File: config.mk
export PLATFORM = sky130hd
export DESIGN_NAME = usb_control_cpu_mulx_seq
export DESIGN_NICKNAME = d
export VERILOG_FILES = /design/src/rtl/usb_control_cpu_pkg.sv /design/src/rtl/usb_control_cpu_mulx_fix.sv /design/src/rtl/usb_control_cpu_mulx_seq.sv
export SDC_FILE = /design/constraint.sdc
export NUM_CORES = 1
export LEC_CHECK = 0
export BUFFER_PORTS_ARGS = -buffer_cell sky130_fd_sc_hd__clkbuf_2
export CAP_MARGIN = 40
export CELL_PAD_IN_SITES_DETAIL_PLACEMENT = 1
export CELL_PAD_IN_SITES_GLOBAL_PLACEMENT = 2
export CORE_AREA = 2 2 200 202
export CTS_CLUSTER_DIAMETER = 150
export CTS_CLUSTER_SIZE = 16
export DETAILED_ROUTE_END_ITERATION = 8
export DIE_AREA = 0 0 202 204
export MAX_ROUTING_LAYER = met4
export PLACE_DENSITY_LB_ADDON = 0.1
export RECOVER_POWER = 100
export SYNTH_ARGS = -nofsm -noshare
export SYNTH_HDL_FRONTEND = slang
export SYNTH_SLANG_ARGS = --single-unit
File: constraint.sdc
create_clock -name clk -period 8.5 [get_ports clk]
set_input_delay 1.275 -clock clk [delete_from_list [all_inputs] [get_ports clk]]
set_output_delay 1.275 -clock clk [all_outputs]
set_load 0.02 [all_outputs]
File: src/rtl/usb_control_cpu_pkg.sv
//------------------------------------------------------------------------------
// usb_control_cpu_pkg
//------------------------------------------------------------------------------
// Shared definitions for the sequential 32x32 -> 64 multiplier (mulx) used by
// the USB control CPU: FSM state encoding, default multiplier-cell latency and
// the partial-product shift amounts.
//
// Contents:
//   PP_LAT_DEFAULT  default cell latency (operand capture -> registered result)
//   mulx_state_e    sequencer states
//   pp_shift()      left shift applied to partial product k before accumulation
//
// Revision: 1.0 - initial release
//------------------------------------------------------------------------------
`default_nettype none

package usb_control_cpu_pkg;

  localparam int PP_LAT_DEFAULT = 2;

  typedef enum logic [2:0] {
    ST_IDLE  = 3'd0,
    ST_ISSUE = 3'd1,
    ST_DRAIN = 3'd2,
    ST_FIX   = 3'd3,
    ST_DONE  = 3'd4
  } mulx_state_e;

  // Partial products are issued as aL*bL, aL*bH, aH*bL, aH*bH.
  localparam logic [5:0] PP_SHIFT_LL = 6'd0;
  localparam logic [5:0] PP_SHIFT_MID = 6'd16;
  localparam logic [5:0] PP_SHIFT_HH = 6'd32;

  function automatic logic [5:0] pp_shift(input logic [1:0] k);
    case (k)
      2'd0:    return PP_SHIFT_LL;
      2'd1:    return PP_SHIFT_MID;
      2'd2:    return PP_SHIFT_MID;
      default: return PP_SHIFT_HH;
    endcase
  endfunction

endpackage

`default_nettype wire

File: src/rtl/usb_control_cpu_mulx_fix.sv
//------------------------------------------------------------------------------
// usb_control_cpu_mulx_fix
//------------------------------------------------------------------------------
// Combinational signed-product correction of the upper product word.
// The multiplier cell always computes an unsigned product; for a signed
// operand with its MSB set the unsigned value is 2^32 too large, so the other
// operand (scaled by 2^32) is subtracted from the high word.
//
// Ports:
//   acc_hi_i       in  32  upper word of the unsigned 64-bit product
//   src1_i/src2_i  in  32  captured operands
//   src1_signed_i  in   1  treat src1 as two's complement
//   src2_signed_i  in   1  treat src2 as two's complement
//   hi_o           out 32  corrected upper word (modulo 2^32)
//
// Revision: 1.0 - initial release
//------------------------------------------------------------------------------
`default_nettype none

module usb_control_cpu_mulx_fix (
  input  logic [31:0] acc_hi_i,
  input  logic [31:0] src1_i,
  input  logic [31:0] src2_i,
  input  logic        src1_signed_i,
  input  logic        src2_signed_i,
  output logic [31:0] hi_o
);

  logic [31:0] corr1;
  logic [31:0] corr2;

  assign corr1 = (src1_signed_i && src1_i[31]) ? src2_i : 32'h0;
  assign corr2 = (src2_signed_i && src2_i[31]) ? src1_i : 32'h0;
  assign hi_o  = acc_hi_i - corr1 - corr2;

endmodule

`default_nettype wire

File: src/rtl/usb_control_cpu_mulx_seq.sv
//------------------------------------------------------------------------------
// usb_control_cpu_mulx_seq
//------------------------------------------------------------------------------
// Sequencer for a 32x32 multiply built from four 16x16 unsigned partial
// products on an external pipelined multiplier cell. Partial products are
// issued one per cycle, accumulated into a 64-bit register as they emerge
// from the cell, sign-corrected, and the selected word is registered.
//
// Ports:
//   clk, reset_n             clock, asynchronous active-low reset
//   start, flush             request pulse (IDLE only), synchronous abort
//   src1, src2               operands, captured on accept
//   src1_signed, src2_signed operand signedness, captured on accept
//   hi_sel                   1: product[63:32], 0: product[31:0]
//   busy, done, result       status, completion pulse, selected word
//   cell_src1, cell_src2     16-bit zero-extended operands to the cell
//   cell_signed, cell_en     cell mode (always unsigned), stage enable
//   cell_result              cell product, PP_LAT cycles after operands
//
// Revision: 1.0 - initial release
//------------------------------------------------------------------------------
`default_nettype none

module usb_control_cpu_mulx_seq
  import usb_control_cpu_pkg::*;
#(
  parameter int PP_LAT = PP_LAT_DEFAULT  // must be >= 1
) (
  input  logic        clk,
  input  logic        reset_n,
  input  logic        start,
  input  logic        flush,
  input  logic [31:0] src1,
  input  logic [31:0] src2,
  input  logic        src1_signed,
  input  logic        src2_signed,
  input  logic        hi_sel,
  output logic        busy,
  output logic        done,
  output logic [31:0] result,
  output logic [31:0] cell_src1,
  output logic [31:0] cell_src2,
  output logic        cell_signed,
  output logic        cell_en,
  input  logic [31:0] cell_result
);

  // One counter spans ISSUE and DRAIN: value 0 is the first ISSUE cycle.
  localparam int              CNT_W         = $clog2(PP_LAT + 4) + 1;
  localparam logic [CNT_W-1:0] CNT_ISSUE_END = CNT_W'(3);
  localparam logic [CNT_W-1:0] CNT_DRAIN_END = CNT_W'(PP_LAT + 3);
  localparam logic [CNT_W-1:0] CNT_LAT       = CNT_W'(PP_LAT);
  localparam logic [1:0]       LAT_MOD4      = 2'(PP_LAT);

  mulx_state_e      state_q, state_d;
  logic [CNT_W-1:0] cnt_q, cnt_d;
  logic [63:0]      acc_q, acc_d;
  logic [31:0]      result_q, result_d;
  logic [31:0]      a_q, b_q;
  logic             a_sgn_q, b_sgn_q, hi_sel_q;

  logic             accept;
  logic             in_pipe;
  logic [1:0]       k_ret;
  logic [31:0]      fix_hi;

  assign accept  = (state_q == ST_IDLE) && start && !flush;
  assign in_pipe = (state_q == ST_ISSUE) || (state_q == ST_DRAIN);
  // Index of the partial product currently leaving the cell.
  assign k_ret   = cnt_q[1:0] - LAT_MOD4;

  usb_control_cpu_mulx_fix u_fix (
    .acc_hi_i      (acc_q[63:32]),
    .src1_i        (a_q),
    .src2_i        (b_q),
    .src1_signed_i (a_sgn_q),
    .src2_signed_i (b_sgn_q),
    .hi_o          (fix_hi)
  );

  always_ff @(posedge clk or negedge reset_n) begin
    if (!reset_n) begin
      state_q  <= ST_IDLE;
      cnt_q    <= '0;
      acc_q    <= '0;
      result_q <= '0;
    end else begin
      state_q  <= state_d;
      cnt_q    <= cnt_d;
      acc_q    <= acc_d;
      result_q <= result_d;
    end
  end

  always_ff @(posedge clk or negedge reset_n) begin
    if (!reset_n) begin
      a_q      <= '0;
      b_q      <= '0;
      a_sgn_q  <= 1'b0;
      b_sgn_q  <= 1'b0;
      hi_sel_q <= 1'b0;
    end else if (accept) begin
      a_q      <= src1;
      b_q      <= src2;
      a_sgn_q  <= src1_signed;
      b_sgn_q  <= src2_signed;
      hi_sel_q <= hi_sel;
    end
  end

  always_comb begin
    state_d  = state_q;
    cnt_d    = cnt_q;
    acc_d    = acc_q;
    result_d = result_q;

    // Partial product k emerges when cnt == k + PP_LAT, in ISSUE or DRAIN.
    if (in_pipe && (cnt_q >= CNT_LAT)) begin
      acc_d = acc_q + ({32'h0, cell_result} << pp_shift(k_ret));
    end

    case (state_q)
      ST_IDLE: begin
        if (accept) begin
          state_d = ST_ISSUE;
          cnt_d   = '0;
          acc_d   = '0;
        end
      end
      ST_ISSUE: begin
        cnt_d = cnt_q + 1'b1;
        if (cnt_q == CNT_ISSUE_END) begin
          state_d = ST_DRAIN;
        end
      end
      ST_DRAIN: begin
        cnt_d = cnt_q + 1'b1;
        if (cnt_q == CNT_DRAIN_END) begin
          state_d = ST_FIX;
        end
      end
      ST_FIX: begin
        result_d = hi_sel_q ? fix_hi : acc_q[31:0];
        state_d  = ST_DONE;
      end
      ST_DONE: begin
        state_d = ST_IDLE;
      end
      default: begin
        state_d = ST_IDLE;
      end
    endcase

    // Abort leaves accumulator and result untouched.
    if (flush) begin
      state_d  = ST_IDLE;
      cnt_d    = cnt_q;
      acc_d    = acc_q;
      result_d = result_q;
    end
  end

  always_comb begin
    cell_src1 = '0;
    cell_src2 = '0;
    if (state_q == ST_ISSUE) begin
      // cnt bit1 picks the src1 half, bit0 the src2 half.
      cell_src1 = {16'h0, cnt_q[1] ? a_q[31:16] : a_q[15:0]};
      cell_src2 = {16'h0, cnt_q[0] ? b_q[31:16] : b_q[15:0]};
    end
  end

  assign busy        = (state_q != ST_IDLE);
  assign done        = (state_q == ST_DONE);
  assign cell_en     = in_pipe;
  assign cell_signed = 1'b0;
  assign result      = result_q;

endmodule

`default_nettype wire

# After elaboration in Yosys (flattened, before gate mapping)
# Cells that the tools add are included.
totals:
  regBits: 170
  out_inout_bits: 100
op_classes:
  n_lt_le_gt_ge: 1
  n_shift: 1
  n_reduce_logical: 16
  eq_ne: 12
  n_mux: 19
  addsub: 5
  n_bitwise: 1
op_table:
  columns: ["cell", "n"]
  rows:
  - ["two-way mux 64 bit", 3]
  - ["two-way mux 32 bit", 3]
  - ["adder 64 bit", 1]
  - ["two-way mux 16 bit", 4]
  - ["<< shifter 32 x 6 -> 64 bit", 1]
  - ["subtractor 32 bit", 2]
  - ["two-way mux 3 bit", 4]
  - ["one-hot mux 3 bit (4 select lines)", 1]
  - ["one-hot mux 6 bit (2 select lines)", 1]
  - ["one-hot mux 4 bit (2 select lines)", 1]
  - ["== test 3 x 2 -> 1 bit, second input constant", 2]
  - ["two-way mux 6 bit", 1]
  - ["!= test 3 bit, second input constant", 2]
  - ["AND reduction 3 bit", 2]
  - ["logical AND 1 bit", 5]
  - ["adder 4 x 1 -> 4 bit, second input constant", 1]
  - ["== test 4 x 2 -> 1 bit, second input constant", 1]
  - ["== test 4 x 3 -> 1 bit, second input constant", 1]
  - [">= comparator 4 x 2 -> 1 bit, second input constant", 1]
  - ["two-way mux 4 bit", 1]
  - ["OR reduction 2 bit", 2]
  - ["== test 3 x 1 -> 1 bit, second input constant", 1]
  - ["== test 3 bit, second input constant", 1]
  - ["zero test 3 bit", 1]
  - ["other kinds (12)", 12]

# Depth between registers and ports, before layout
# Gate-level depths: netlist of run 1.
logic_depth:
  word_depth: 10
  mapped_depth: 21
  ltp_nobuf: 17

# By module
# Synthesis of run 1 repeated with hierarchy kept, for this count alone.
hier_totals:
  cells_unflattened: 1753
  hier_area_um2: 14943.1
modules_own_cells:
  columns: ["module", "area_each_um2", "instances", "cells_per_inst"]
  rows:
  - ["usb_control_cpu_mulx_seq", 11826.3, 1, 1318]
  - ["usb_control_cpu_mulx_fix", 3116.7, 1, 435]

# Worst setup path after synthesis of run 1
# OpenSTA, ideal clock, no wires.
synth_timing:
  kind: "register -> register"
  start: "reg cnt_q[1]"
  end: "reg acc_q[63]"
  setup_slack_ns: 3.839
  arrival_time_ns: 4.574
  stages_incl_launch_ff: 22
  required_ns: 8.413
  period_less_slack_ns: 4.661
  path_buffers: 6
  setup_time_ns: 0.087
  cell_sequence: "dfrtp_1 -> clkbuf_1 -> clkbuf_1 -> inv_1 -> ha_1 -> clkbuf_1 -> nor2b_1 -> clkbuf_1 -> clkbuf_1 -> a22o_1 -> ha_1 -> clkbuf_1 -> nand4_1 -> nor4_1 -> nand3_1 -> a21oi_1 -> o21ai_0 -> nand3_1 -> nand4_1 -> a21o_1 -> mux2_1 -> a22oi_1"
synth_via:
  elab_chain_len: 10
  word_cells_on_any_way: 14
  cone_classes: "add/sub (2); order compare (1); eq/ne (2); shift (1); mux (5); reduce/logical (3)"
synth_lines:
  columns: ["element", "line_no", "rtl"]
  rows:
  - ["from (decl)", "usb_control_cpu_mulx_seq.sv:56", "logic [CNT_W-1:0] cnt_q, cnt_d;"]
  - ["from (signal assigned)", "usb_control_cpu_mulx_seq.sv:89", "cnt_q <= cnt_d;"]
  - ["subtractor 2 bit", "usb_control_cpu_mulx_seq.sv:70", "assign k_ret = cnt_q[1:0] - LAT_MOD4;"]
  - ["== test 2 bit / == test 2 x 1 -> 1 bit (equally long branches)", "usb_control_cpu_pkg.sv:35", "case (k)"]
  - ["OR reduction 2 bit (no line)", null, null]
  - ["one-hot mux 6 bit (2 select lines)", "usb_control_cpu_pkg.sv:35", null]
  - ["two-way mux 6 bit", "usb_control_cpu_mulx_seq.sv:118", "if (in_pipe && (cnt_q >= CNT_LAT)) begin"]
  - ["<< shifter 32 x 6 -> 64 bit", "usb_control_cpu_mulx_seq.sv:119", "acc_d = acc_q + ({32'h0, cell_result} << pp_shift(k_ret));"]
  - ["adder 64 bit", "usb_control_cpu_mulx_seq.sv:119", null]
  - ["two-way mux 64 bit (*)", "usb_control_cpu_mulx_seq.sv:118", null]
  - ["two-way mux 64 bit", "usb_control_cpu_mulx_seq.sv:124", "if (accept) begin"]
  - ["two-way mux 64 bit (*)", "usb_control_cpu_mulx_seq.sv:122", "case (state_q)"]
  - ["to (signal assigned)", "usb_control_cpu_mulx_seq.sv:85", "acc_q <= '0;"]
  - ["to (signal assigned)", "usb_control_cpu_mulx_seq.sv:90", "acc_q <= acc_d;"]
  - ["to (decl)", "usb_control_cpu_mulx_seq.sv:57", "logic [63:0] acc_q, acc_d;"]
# Every way passes the cells marked *; elsewhere a longest branch is shown, timed or not. The select of a mux whose other input is x is not followed.
# A chain may end at the register's enable or synchronous reset.

# Final worst setup path of run 1
# Ends and elaborated chain as after synthesis.

==> impl_metrics.toml, run 1 <==
[timing]
fmax_ghz = 0.1504
layout_min_cycle_time_ps = 6649
worst_clock_skew_ps = 9.547
setup_violations = 0
rsz0062_at_grt = "false"
worstMarginPinSlew_ps = 4313
slew_viol_final = 225
slew_headroom = -1.876
hold_violations = 0
fin_crit_sh = 0.7822
tns_ps = 0

[final_layout]
drive_above_1_share = 0.1189
nNetsFinal = 2082
seqCellArea_sq_um = 4254
fin_util = 0.4173
multi_input_area_sq_um = 9595
n_fill_cell = 4751
area_delta_synth_final_pct = 10.92
fin_area_sq_um = 16350

[hold_path]
hp-class = "register to register"
min_to = "result[21]$_DFFE_PN0P_"
hold_path_depth = 2
hold_path.startpoint = "result[21]$_DFFE_PN0P_"

[clocking]
cts.path.max_buffers = 2
ctsResizeCount = 0
insertion_delay_ps = 460
numCtsBuffers = 17
holdBufCountCts = 0
clk_pin_slew_ps = 80
cts_tree = "built"
h-tree-depth = 4
cts_setup_buffers = 0
root_buffer = "clkbuf_16"
clkSinkCount = 170

[logic_synthesis]
synth.area.top_cells = "dfrtp_1, ha_1, mux2_2"
yosysTopAreaCell = "dfrtp_1"
yosysSeqAreaShare = 0.2886
yosys.cell_types.count = 73
synth_common_cells = "nand2_1, dfrtp_1, o21ai_0"
synth.most_common_cell = "nand2_1"
synth_ff_type = "dfrtp_1"
synth_top_area_frac = 0.2886
synth-async-reset-ratio = 1.000
syn_avg_cell_area_sq_um = 8.478
synthCells = 1739
yosysWarningCount = 0
synth_seq_cells = 170
synth_edf_count = 0
syn_area_sq_um = 14740

[detailed_routing]
ant_nets = 0
drtPass1Iterations = 5
routedWlPerCell_microns = 23.48
drtIter0Drc = 740
num_vias = 13140
routed_wl_microns = 56020
drc_errors = 0
viasPerCell = 5.507

[global_routing]
grt_pass1_wl_microns = 84010
grt_pass1_vias = 13610
grt_util_all_layers = 0.2805
antenna_found_initial = 2
grt_max_degree = 72
grt-ovfl-total = 0

[floorplanning]
core.rowCount = 73
core_area_sq_um = 39180
die_w_microns = 202
start_util = 0.3762
boundaryPins = 203
die_area_sq_um = 41210
die_y_microns = 204

[pwr]
p_switching_mw = 3.659
power_density_nw_per_um2 = 422.7
leakage_nw = 7.860
vdd_ir_drop_max_mv = 0.1873
pwr-share-seq = 0.204
clock_power_share = 0.118
netSwitchingFraction = 0.5293
combPwrFrac = 0.679
intPower_mw = 3.254

[outcome]
violations = "capacitance limit, slew limit"
status = "finished, violations left"

[place]
dpl.hpwl_microns = 45370
gp_congestion = 0.9191
postPlaceCellArea_sq_um = 15920
io_buffers = 169

[worst_setup_path]
cp.required_ps = 8870
cp-start-kind = "register"
r2r-end = "acc_q[63]$_DFFE_PN0N_"
crit_path_end_kind = "register"
rr_startpoint = "cnt_q[1]$_DFFE_PN0P_"
reg2reg_slack_ps = 1850
crit_arrival_ps = 7020
path_class = "register to register"
r2r_cells = 17
crit_path_max_fanout = 36

[run]
maxCapViolations = 4
==> state kept, by name (all words and copies together), names as in the netlist <==
signal / flops
a_sgn_q: 1
b_q: 32
hi_sel_q: 1
a_q: 32
acc_q: 64
state_q: 3
cnt_q: 4
b_sgn_q: 1
result: 32
==> layout by cell type, fill, tap and decap left out, types with 7 or more instances in the layout <==
cell type | netlist | layout
nor2b_1 | 28 | 28
xor2_1 | 34 | 34
and3_1 | 75 | 75
a22o_1 | 19 | 19
clkbuf_1 | 82 | 76
o2111ai_1 | 7 | 7
a211oi_1 | 9 | 9
nand2_1 | 177 | 177
a21boi_0 | 6 | 7
o21ai_0 | 132 | 134
inv_1 | 102 | 102
dfrtp_1 | 170 | 170
mux2_2 | 67 | 67
buf_4 | 33 | 9
clkbuf_2 | 0 | 100
and2_1 | 20 | 18
o21bai_1 | 18 | 18
nand2b_1 | 13 | 12
ha_1 | 101 | 101
conb_1 | 1 | 33
nor3_1 | 19 | 20
o21a_1 | 22 | 22
a21o_1 | 57 | 56
nand3_1 | 24 | 24
or3_1 | 12 | 12
o31ai_1 | 10 | 10
xnor2_1 | 45 | 45
a31oi_1 | 14 | 14
nand4_1 | 28 | 28
mux2i_1 | 61 | 61
clkbuf_16 | 0 | 17
nor2_1 | 121 | 121
a21oi_1 | 118 | 119
fa_1 | 32 | 32
==> cell families after synthesis <==
family	synth area share
multiplexers	0.09335
buffers and inverters	0.06798
AND/OR/NAND/NOR	0.1786
adder cells (fa/ha/maj)	0.1292
other	0.0002544
flip-flops	0.2886
AO/OA/AOI/OAI	0.1951
XOR/XNOR	0.04693
==> metrics by stage <==
stage               instances  power [mW]  setup slack, ps  hold WS, ps
floorplan                1771       4.603             3839        469.7
global placement         2347       6.092             3038        461.3
detailed placement       2352       6.148             3193        473.3
CTS                      2384       6.994             3160        490.5
global route             2385       7.474             1538        510.1
finish                   2386       6.913             1851        486.2
==> power by group through the flow <==
stage	Sequential (mW)	Clock [mW]	Combinational, mW
2_1_floorplan	1.25	0	3.36
3_3_place_gp	1.41	0	4.68
3_5_place_dp	1.42	0	4.73
4_1_cts	1.40	0.833	4.76
5_1_grt	1.43	0.862	5.18
6_report	1.41	0.813	4.69
==> layer usage <==
layer | share of wire | routed length [microns] | global-route usage
met5 | 0 | 0 | -
met2 | 0.48 | 27160 | 0.4628
met1 | 0.45 | 25350 | 0.3600
met3 | 0.036 | 2042 | 0.03874
met4 | 0.026 | 1474 | 0.08036
==> layout make-up <==
cell class	count	area share
Multi-Input combinational cell	1369	0.5868
Sequential cell	170	0.2601
Timing Repair Buffer	186	0.05394
Tap cell	525	0.04017
Clock buffer	19	0.02708
Inverter	102	0.02341
Clock inverter	13	0.008187
Antenna cell	2	0.0003060
==> worst max path at each step <==
stage | from | to | slack [ps] | cells past startpoint
after floorplan | cnt_q[1]$_DFFE_PN0P_ | acc_q[63]$_DFFE_PN0N_ | 3840 | 21
after global routing | cnt_q[1]$_DFFE_PN0P_ | acc_q[63]$_DFFE_PN0N_ | 1540 | 17
after detailed placement | cnt_q[0]$_DFFE_PN0P_ | acc_q[63]$_DFFE_PN0N_ | 3190 | 16
after global placement | cnt_q[0]$_DFFE_PN0P_ | acc_q[63]$_DFFE_PN0N_ | 3040 | 15
after CTS | cnt_q[0]$_DFFE_PN0P_ | acc_q[63]$_DFFE_PN0N_ | 3160 | 16
final | cnt_q[1]$_DFFE_PN0P_ | acc_q[63]$_DFFE_PN0N_ | 1850 | 17
==> worst max-delay path, cell delays in order (launching register included) <==
cell	delay [ps]
dfrtp_1	390
clkbuf_1	570
inv_1	220
ha_1	160
clkbuf_1	1060
nor2b_1	630
buf_4	280
a22o_1	170
ha_1	370
nand4_1	250
nor4_1	550
a21boi_0	650
o21ai_0	160
nand3_1	210
nand4_1	160
a21o_1	250
mux2_1	320
a22oi_1	140
No activity file was read; power rests on OpenSTA's default activity.
==> inputs of run 2 (changes only) <==
--- a/config.mk
+++ b/config.mk
@@ -9,11 +9,11 @@
 export CAP_MARGIN = 40
 export CELL_PAD_IN_SITES_DETAIL_PLACEMENT = 1
 export CELL_PAD_IN_SITES_GLOBAL_PLACEMENT = 2
-export CORE_AREA = 2 2 200 202
+export CORE_AREA = 2 2 206 208
 export CTS_CLUSTER_DIAMETER = 150
 export CTS_CLUSTER_SIZE = 16
 export DETAILED_ROUTE_END_ITERATION = 8
-export DIE_AREA = 0 0 202 204
+export DIE_AREA = 0 0 208 210
 export MAX_ROUTING_LAYER = met4
 export PLACE_DENSITY_LB_ADDON = 0.1
 export RECOVER_POWER = 100
==> constraint.sdc (replaced) <==
create_clock -name clk -period 6.6 [get_ports clk]
set_input_delay 0.99 -clock clk [delete_from_list [all_inputs] [get_ports clk]]
set_output_delay 0.99 -clock clk [all_outputs]
set_load 0.02 [all_outputs]
==> impl_metrics.toml, run 2 (synthesis gave the netlist of run 1 again) <==
[outcome]
status = "finished, violations left"
violations = "capacitance limit, slew limit"

[worst_setup_path]
r2r_cells = 15
cp-start-kind = "register"
path_class = "register to register"
r2r-end = "acc_q[35]$_DFFE_PN0N_"
cp.required_ps = 6970
critPathMaxStageDelay_ps = 780
path_common_cell = "a21oi_1"
slowest_stage = "clkbuf_1"
reg2reg_slack_ps = 890
rr_startpoint = "cnt_q[0]$_DFFE_PN0P_"
crit_path_max_fanout = 21
crit_arrival_ps = 6080
crit_path_end_kind = "register"
cp_cell_sequence = "buf_4 > ha_1 > clkbuf_1 > nor2_1 > buf_4 > and2_0 > ha_1 > a21oi_1 > a211oi_1 > a21oi_1 > o311ai_1 > a21oi_1 > o21ai_0 > xnor2_1 > o21ai_0"

[final_layout]
n_fill_cell = 5013
largest_reg_flops = 64
top_register = "acc_q"
drive_above_1_share = 0.1172
area_delta_synth_final_pct = 11.15
layout_commonest_cell = "nand2_1"
final_cell_mix = "nand2_1, dfrtp_1, o21ai_0"
nNetsFinal = 2083

[global_routing]
grt_max_degree = 66
grt_pass1_vias = 13790
grt-ovfl-total = 0
grt_util_all_layers = 0.2732
antenna_found_initial = 3
grt_pass1_wl_microns = 86540

[pwr]
vdd_ir_drop_max_mv = 0.2561
pwr-share-seq = 0.202
power_density_nw_per_um2 = 549.9
p_switching_mw = 4.815
netSwitchingFraction = 0.5344
leakage_nw = 7.870
combPwrFrac = 0.680
clock_power_share = 0.118
intPower_mw = 4.196

[detailed_routing]
routed_wl_microns = 57920
num_vias = 13280
ant_nets = 0
viasPerCell = 5.527
drtPass1Iterations = 5
drc_errors = 0
drtIter0Drc = 690
routedWlPerCell_microns = 24.11

[floorplanning]
die_y_microns = 210
die_w_microns = 208
start_util = 0.3554
core_area_sq_um = 41480
boundaryPins = 203
core.rowCount = 75
die_area_sq_um = 43680

[place]
gp_congestion = 0.9485
dpl.hpwl_microns = 47200
dp_slack_ps = 1551
io_buffers = 169

[timing]
fin_crit_sh = 0.8653
rsz0062_at_grt = "false"
worstMarginPinSlew_ps = 3154
fmax_ghz = 0.1751
setup_ws_ps = 889.0
worst_clock_skew_ps = 11.43
layout_min_cycle_time_ps = 5711
slew_headroom = -1.103
tns_ps = 0
slew_viol_final = 322
hold_violations = 0
setup_violations = 0

[clocking]
clkSinkCount = 170
cts_tree = "built"
cts_setup_buffers = 0
cts.path.max_buffers = 2
root_buffer = "clkbuf_16"
numCtsBuffers = 17
clk_pin_slew_ps = 80
ctsResizeCount = 0
h-tree-depth = 4
holdBufCountCts = 0
insertion_delay_ps = 500

[hold_path]
hp-class = "register to register"
hold_path.startpoint = "result[3]$_DFFE_PN0P_"
hold_path_depth = 2
min_to = "result[3]$_DFFE_PN0P_"

[run]
maxCapViolations = 8
[run 2: cell types whose count changed in the layout (fill, tap and decap cells not counted), sizes merged]
cell	delta
clkinvlp	+1
inv	-1
buf	-2
clkinv	-1
diode	+1
clkbuf	+4
[run 2: worst max-delay path by stage]
stage | startpoint | slack (ps) | endpoint
2_1_floorplan | cnt_q[1]$_DFFE_PN0P_ | 1940 | acc_q[63]$_DFFE_PN0N_
3_3_place_gp | cnt_q[0]$_DFFE_PN0P_ | 1600 | acc_q[35]$_DFFE_PN0N_
3_5_place_dp | cnt_q[0]$_DFFE_PN0P_ | 1550 | acc_q[57]$_DFFE_PN0N_
4_1_cts | cnt_q[0]$_DFFE_PN0P_ | 1510 | acc_q[57]$_DFFE_PN0N_
5_1_grt | cnt_q[0]$_DFFE_PN0P_ | 630 | acc_q[57]$_DFFE_PN0N_
6_report | cnt_q[0]$_DFFE_PN0P_ | 890 | acc_q[35]$_DFFE_PN0N_
[run 2: critical path: cells and delay by family (launching register included)]
| family | cells | cell delay [ps] |
|---|---|---|
| xor gates and xnor gates | 1 | 160 |
| AOI/OAI and AO/OA | 7 | 2470 |
| and+or+nand+nor | 2 | 270 |
| adders and majority gates | 2 | 940 |
| buffers and inverters | 3 | 1350 |
| DFF | 1 | 380 |
[run 2: power by group through the flow]
stage	clock, mW	combinational [mW]	sequential, mW
3_3_place_gp	0	6.06	1.83
2_1_floorplan	0	4.32	1.61
3_5_place_dp	0	6.14	1.83
5_1_grt	1.13	6.70	1.86
4_1_cts	1.10	6.18	1.81
6_report	1.07	6.13	1.82
[run 2: per-layer routing]
layer / share of wire / GRT usage
met4: 0.024 / 0.08829
met3: 0.037 / 0.04365
met5: 0 / -
met1: 0.45 / 0.3496
met2: 0.48 / 0.4435
[run 2: layout make-up]
type / instances / area, sq um / share of cell area
Clock inverter: 12 / 130.1 / 0.007941
Tap cell: 539 / 674.4 / 0.04115
Inverter: 102 / 382.9 / 0.02336
Antenna cell: 3 / 7.507 / 0.0004581
Sequential cell: 170 / 4254 / 0.2596
Clock buffer: 20 / 466.7 / 0.02848
Multi-Input combinational cell: 1369 / 9589 / 0.5852
Timing Repair Buffer: 187 / 882.1 / 0.05383
[run 2: through the flow]
step | total power, mW | area (sq um) | std cells | hold slack (ps) | utilization
after floorplan | 5.929 | 14860 | 1771 | 469.7 | -
after global placement | 7.890 | 15910 | 2364 | 469.0 | 0.3835
after detailed placement | 7.969 | 15960 | 2367 | 481.1 | 0.3848
after CTS | 9.097 | 16560 | 2399 | 308.8 | 0.3992
after global routing | 9.688 | 16380 | 2401 | 530.4 | 0.3950
final | 9.010 | 16390 | 2402 | 487.3 | 0.3951
